<file path="src/rtl/fetch_pkg.sv">
// Shared fetch-stage types and constants.
// Opcode helpers used by fetch and decode.
package fetch_pkg;

  typedef enum logic [1:0] {
    IDLE  = 2'd0,
    FETCH = 2'd1,
    HALT  = 2'd2
  } state_t;

  localparam int INSTR_WIDTH = 40;
  localparam int OPCODE_WIDTH = 8;
  localparam logic [OPCODE_WIDTH-1:0] HALT_OPCODE = 8'hFF;

  function automatic logic is_halt(
    input logic [INSTR_WIDTH-1:0] instr
  );
    return instr[INSTR_WIDTH-1 -: OPCODE_WIDTH] == HALT_OPCODE;
  endfunction

endpackage

</file>
<file path="src/rtl/fetch_unit.sv">
// Instruction fetch stage: PC, IR and start/stall/jump/halt control.
// FETCH_WRAP_EN: pc wraps at end of space instead of halting.
import fetch_pkg::*;

module fetch_unit #(
  parameter int INSTRUCTION_WIDTH = fetch_pkg::INSTR_WIDTH,
  parameter int PC_WIDTH = 5,
  parameter int OPCODE_WIDTH = fetch_pkg::OPCODE_WIDTH,
  parameter logic [OPCODE_WIDTH-1:0] HALT_OPCODE =
    fetch_pkg::HALT_OPCODE
) (
  input  logic                         clk,
  input  logic                         rst,
  input  logic                         start,
  output logic [PC_WIDTH-1:0]          pc,
  input  logic [INSTRUCTION_WIDTH-1:0] mem_instr,
  output logic [INSTRUCTION_WIDTH-1:0] ir_data,
  output logic [PC_WIDTH-1:0]          ir_pc,
  output logic                         ir_valid,
  input  logic                         ir_ready,
  input  logic                         jmp_en,
  input  logic [PC_WIDTH-1:0]          jmp_addr,
  output logic                         halted
);

  localparam logic [PC_WIDTH-1:0] PC_LAST = '1;

  state_t state, state_nx;
  logic   adv;
  logic   op_halt;
  logic   stop;

  assign adv = (state == FETCH) && (!ir_valid || ir_ready);
  assign op_halt =
    mem_instr[INSTRUCTION_WIDTH-1 -: OPCODE_WIDTH] == HALT_OPCODE;

`ifdef FETCH_WRAP_EN
  assign stop = op_halt;
`else
  // Last word of the address space ends the program like a halt.
  assign stop = op_halt || (pc == PC_LAST);
`endif

  assign halted = (state == HALT);

  always_ff @(posedge clk or posedge rst) begin
    if (rst) state <= IDLE;
    else     state <= state_nx;
  end

  always_comb begin
    state_nx = state;
    unique case (state)
      IDLE: begin
        if (jmp_en || start) state_nx = FETCH;
      end
      FETCH: begin
        if (!jmp_en && adv && stop) state_nx = HALT;
      end
      HALT: begin
        if (jmp_en) state_nx = FETCH;
      end
      default: state_nx = IDLE;
    endcase
  end

  always_ff @(posedge clk or posedge rst) begin
    if (rst) begin
      pc       <= '0;
      ir_data  <= '0;
      ir_pc    <= '0;
      ir_valid <= 1'b0;
    end else if (jmp_en) begin
      pc       <= jmp_addr;
      ir_valid <= 1'b0;
    end else if (adv) begin
      ir_data  <= mem_instr;
      ir_pc    <= pc;
      ir_valid <= 1'b1;
      if (!stop) pc <= pc + 1'b1;
    end else if (ir_valid && ir_ready) begin
      ir_valid <= 1'b0;
    end
  end

endmodule
</file>
<file path="config.mk">
export PLATFORM = sky130hd
export DESIGN_NAME = fetch_unit
export DESIGN_NICKNAME = d
export VERILOG_FILES = /design/src/rtl/fetch_pkg.sv /design/src/rtl/fetch_unit.sv
export SDC_FILE = /design/constraint.sdc
export NUM_CORES = 1
export LEC_CHECK = 0
export ABC_AREA = 1
export BUFFER_PORTS_ARGS = -buffer_cell sky130_fd_sc_hd__clkbuf_2
export CELL_PAD_IN_SITES_DETAIL_PLACEMENT = 0
export CELL_PAD_IN_SITES_GLOBAL_PLACEMENT = 1
export CORE_MARGIN = 5
export CORE_UTILIZATION = 30
export DETAILED_ROUTE_END_ITERATION = 10
export PLACE_DENSITY = 0.71
export SLEW_MARGIN = 10
export SYNTH_ARGS = -nofsm -noshare
export SYNTH_HDL_FRONTEND = slang
export SYNTH_SLANG_ARGS = --single-unit
</file>
<file path="constraint.sdc">
create_clock -name clk -period 2.5 [get_ports clk]
set_clock_uncertainty 0.15 [all_clocks]
set_input_delay 0.75 -clock clk [delete_from_list [all_inputs] [get_ports clk]]
set_output_delay 0.75 -clock clk [all_outputs]
set_load 0.05 [all_outputs]
</file>
==> qor.yml <==
place:
  globalplace.congestion: 0.725
  io_buffers: 101
  dp_hpwl_um: 4250
  place_inst: 458
  place_ws_ps: 499
  placed_area_sq_mm: 0.00280
run:
  max_cap_viol_count: 0
sta:
  slew_violations: 0
  setup_violations: 0
  setup_slack_ps: 424
  setup-tns-final_ps: 0
  worst_slew_pin_slew_ps: 347
  max_freq_ghz: 0.482
  min_period_ps: 2080
  finalHoldViolCount: 0
  period_share_pct: 83.1
  rsz0062_at_grt: "false"
  relSlewSlack_pct: 76.8
drt:
  wire_per_inst_um: 12.2
  dr_wl_met3_um: 435
  wl_um: 5690
  top_layer: "met4"
  wl_met2_um: 2530
  final_antenna_net_count: 0
  drcViolationCount: 0
  first_pass_iters: 4
  drt_iter0_drc: 56
  avgViaCountPerCell: 4.25
  vias: 1980
  wl_met1_um: 2650
critical_path:
  cp_slowest_cell: "dfrtp_1"
  cp-start-kind: "register"
  arrival_ps: 1180
  worstPathCellList: "clkinv_1 > nor2_1 > clkbuf_2"
  cp_slowest_stage_delay_ps: 340
  worst-r2r-setup-slack_ps: 620
  cp-end-kind: "output pin"
  cp-startpoint: "state[1]"
  rr_startpoint: "pc[0]"
  worst-path-buf-inv: 2
  r2r-end: "pc[1]"
  cp_top_family: "buffers and inverters"
  ff2ff_path_depth: 9
  worst-endpoint-required_ps: 1600
  crit_fanout: 3
  crit_type: "reg -> out"
power:
  cellPowerDensity_mw_per_mm2: 1470
  ir_drop_mv: 0.532
  leakage_nw: 1.72
finish:
  diodes: 0
  utilization_pct: 39.7
  layout_common_cells: "nand2_1, clkbuf_2, dfrtp_1"
  drive_gt1_share_pct: 32.2
  areaGrowthSynthToFinish_pct: 28.4
  final_area_sq_mm: 0.00289
  nNetsFinal: 418
  final_common_cell: "nand2_1"
  stdcell_count: 466
grt:
  overflow: 0
  grt_max_degree: 47
  grt_first_pass_wirelength_um: 9660
  grtUsageTotal_pct: 12.4
  grt_pass1_vias: 2018
  antenna_found_initial: 0
synthesis:
  synthCells: 264
  synth_seq_cells: 53
  yosysWarnings: 0
  async_flop_share_pct: 100
  syn_area_per_cell_sq_um: 8.53
  yosysUniqueCellTypes: 18
  synth_edf_count: 0
  synthesis.nets: 316
  synthesis.area_sq_mm: 0.00225
  seq_area_frac_synth_pct: 58.9
  synth_flop_cell: "dfrtp_1"
floorplanning:
  start_util_pct: 30.9
  die-area_sq_mm: 0.00934
  core_area_sq_mm: 0.00729
  die_y_um: 96.6
  num_io_pins: 102
  die_w_um: 96.6
  row_count: 31
clock_tree:
  cts_buffers: 5
  post_cts_resized: 0
  clock_path_buffers: 2
  clk_latency_ps: 300
  cts_hold_buf: 0
  cts_sinks: 53
  cts_root_buffer: "clkbuf_8"
  cts_htree_levels: 2
  cts_tree: "done"
  post_cts_buffers: 0
  path_clk_slew_ps: 100
outcome:
  outcome: "completed"
hold_path:
  hp-class: "in -> async"
[flip-flops by register name, indices dropped and copies added (netlist names)]
register / cells
ir_data: 40
ir_pc: 5
ir_valid: 1
pc: 5
state: 2
[cell families after synthesis]
| family | Yosys count | synth area share (%) |
|---|---|---|
| compound gates | 5 | 1.22 |
| fa+ha+maj | 2 | 1.11 |
| buf+inv | 18 | 6.39 |
| flops | 53 | 58.9 |
| simple gates | 186 | 32.4 |
[through the flow]
stage | hold WS [ps] | power [mW]
floorplan | 329 | 3.24
global placement | 304 | 3.79
detailed placement | 308 | 3.81
CTS | 223 | 4.31
global route | 230 | 4.51
finish | 222 | 4.25
[synthesized netlist by cell type, drive strengths merged (2+ instances only)]
| master | instances | share of area, % |
|---|---|---|
| ha | 2 | 1.1 |
| inv | 7 | 1.4 |
| nand3 | 9 | 2.0 |
| nor2 | 6 | 1.0 |
| o21ai | 3 | 0.67 |
| nand2 | 168 | 28 |
| buf | 9 | 4.7 |
| dfrtp | 53 | 59 |
[where the power goes]
part | internal, mW | switching (mW)
Sequential | 1.22 | 0.247
Combinational | 0.454 | 1.84
Clock | 0.199 | 0.292
[worst register-to-register path: cells and delay by family, from the launching register on]
kind | cells | cell delay [ps]
buffers and inverters | 1 | 40
adders and majority gates | 2 | 360
DFF | 1 | 510
and+or+nand+nor | 6 | 720
[area by class of cell]
class	instances	area, sq um
fillers	840	4400
flip-flops and latches	53	1330
multi-input cells	193	782
repair buffers	105	536
well taps	99	124
clock buffers	5	68.8
inverters	8	35.0
clock inverters	3	21.3
[metal layers]
layer / GRT usage, % / vias up
li1: - / 1005
met1: 16.3 / 903
met2: 18.7 / 67
met3: 5.25 / 5
met4: 3.56 / 0
met5: 0 / -
[worst max-delay path by stage]
stage	slack, ps	cells after the start	endpoint
2_1_floorplan	310	1	ir_data[0]
3_3_place_gp	520	7	pc[2]
3_5_place_dp	500	5	ir_data[12]
4_1_cts	400	3	halted
5_1_grt	350	3	halted
6_report	420	3	halted
Note: power is estimated with default switching activity, not from simulation.
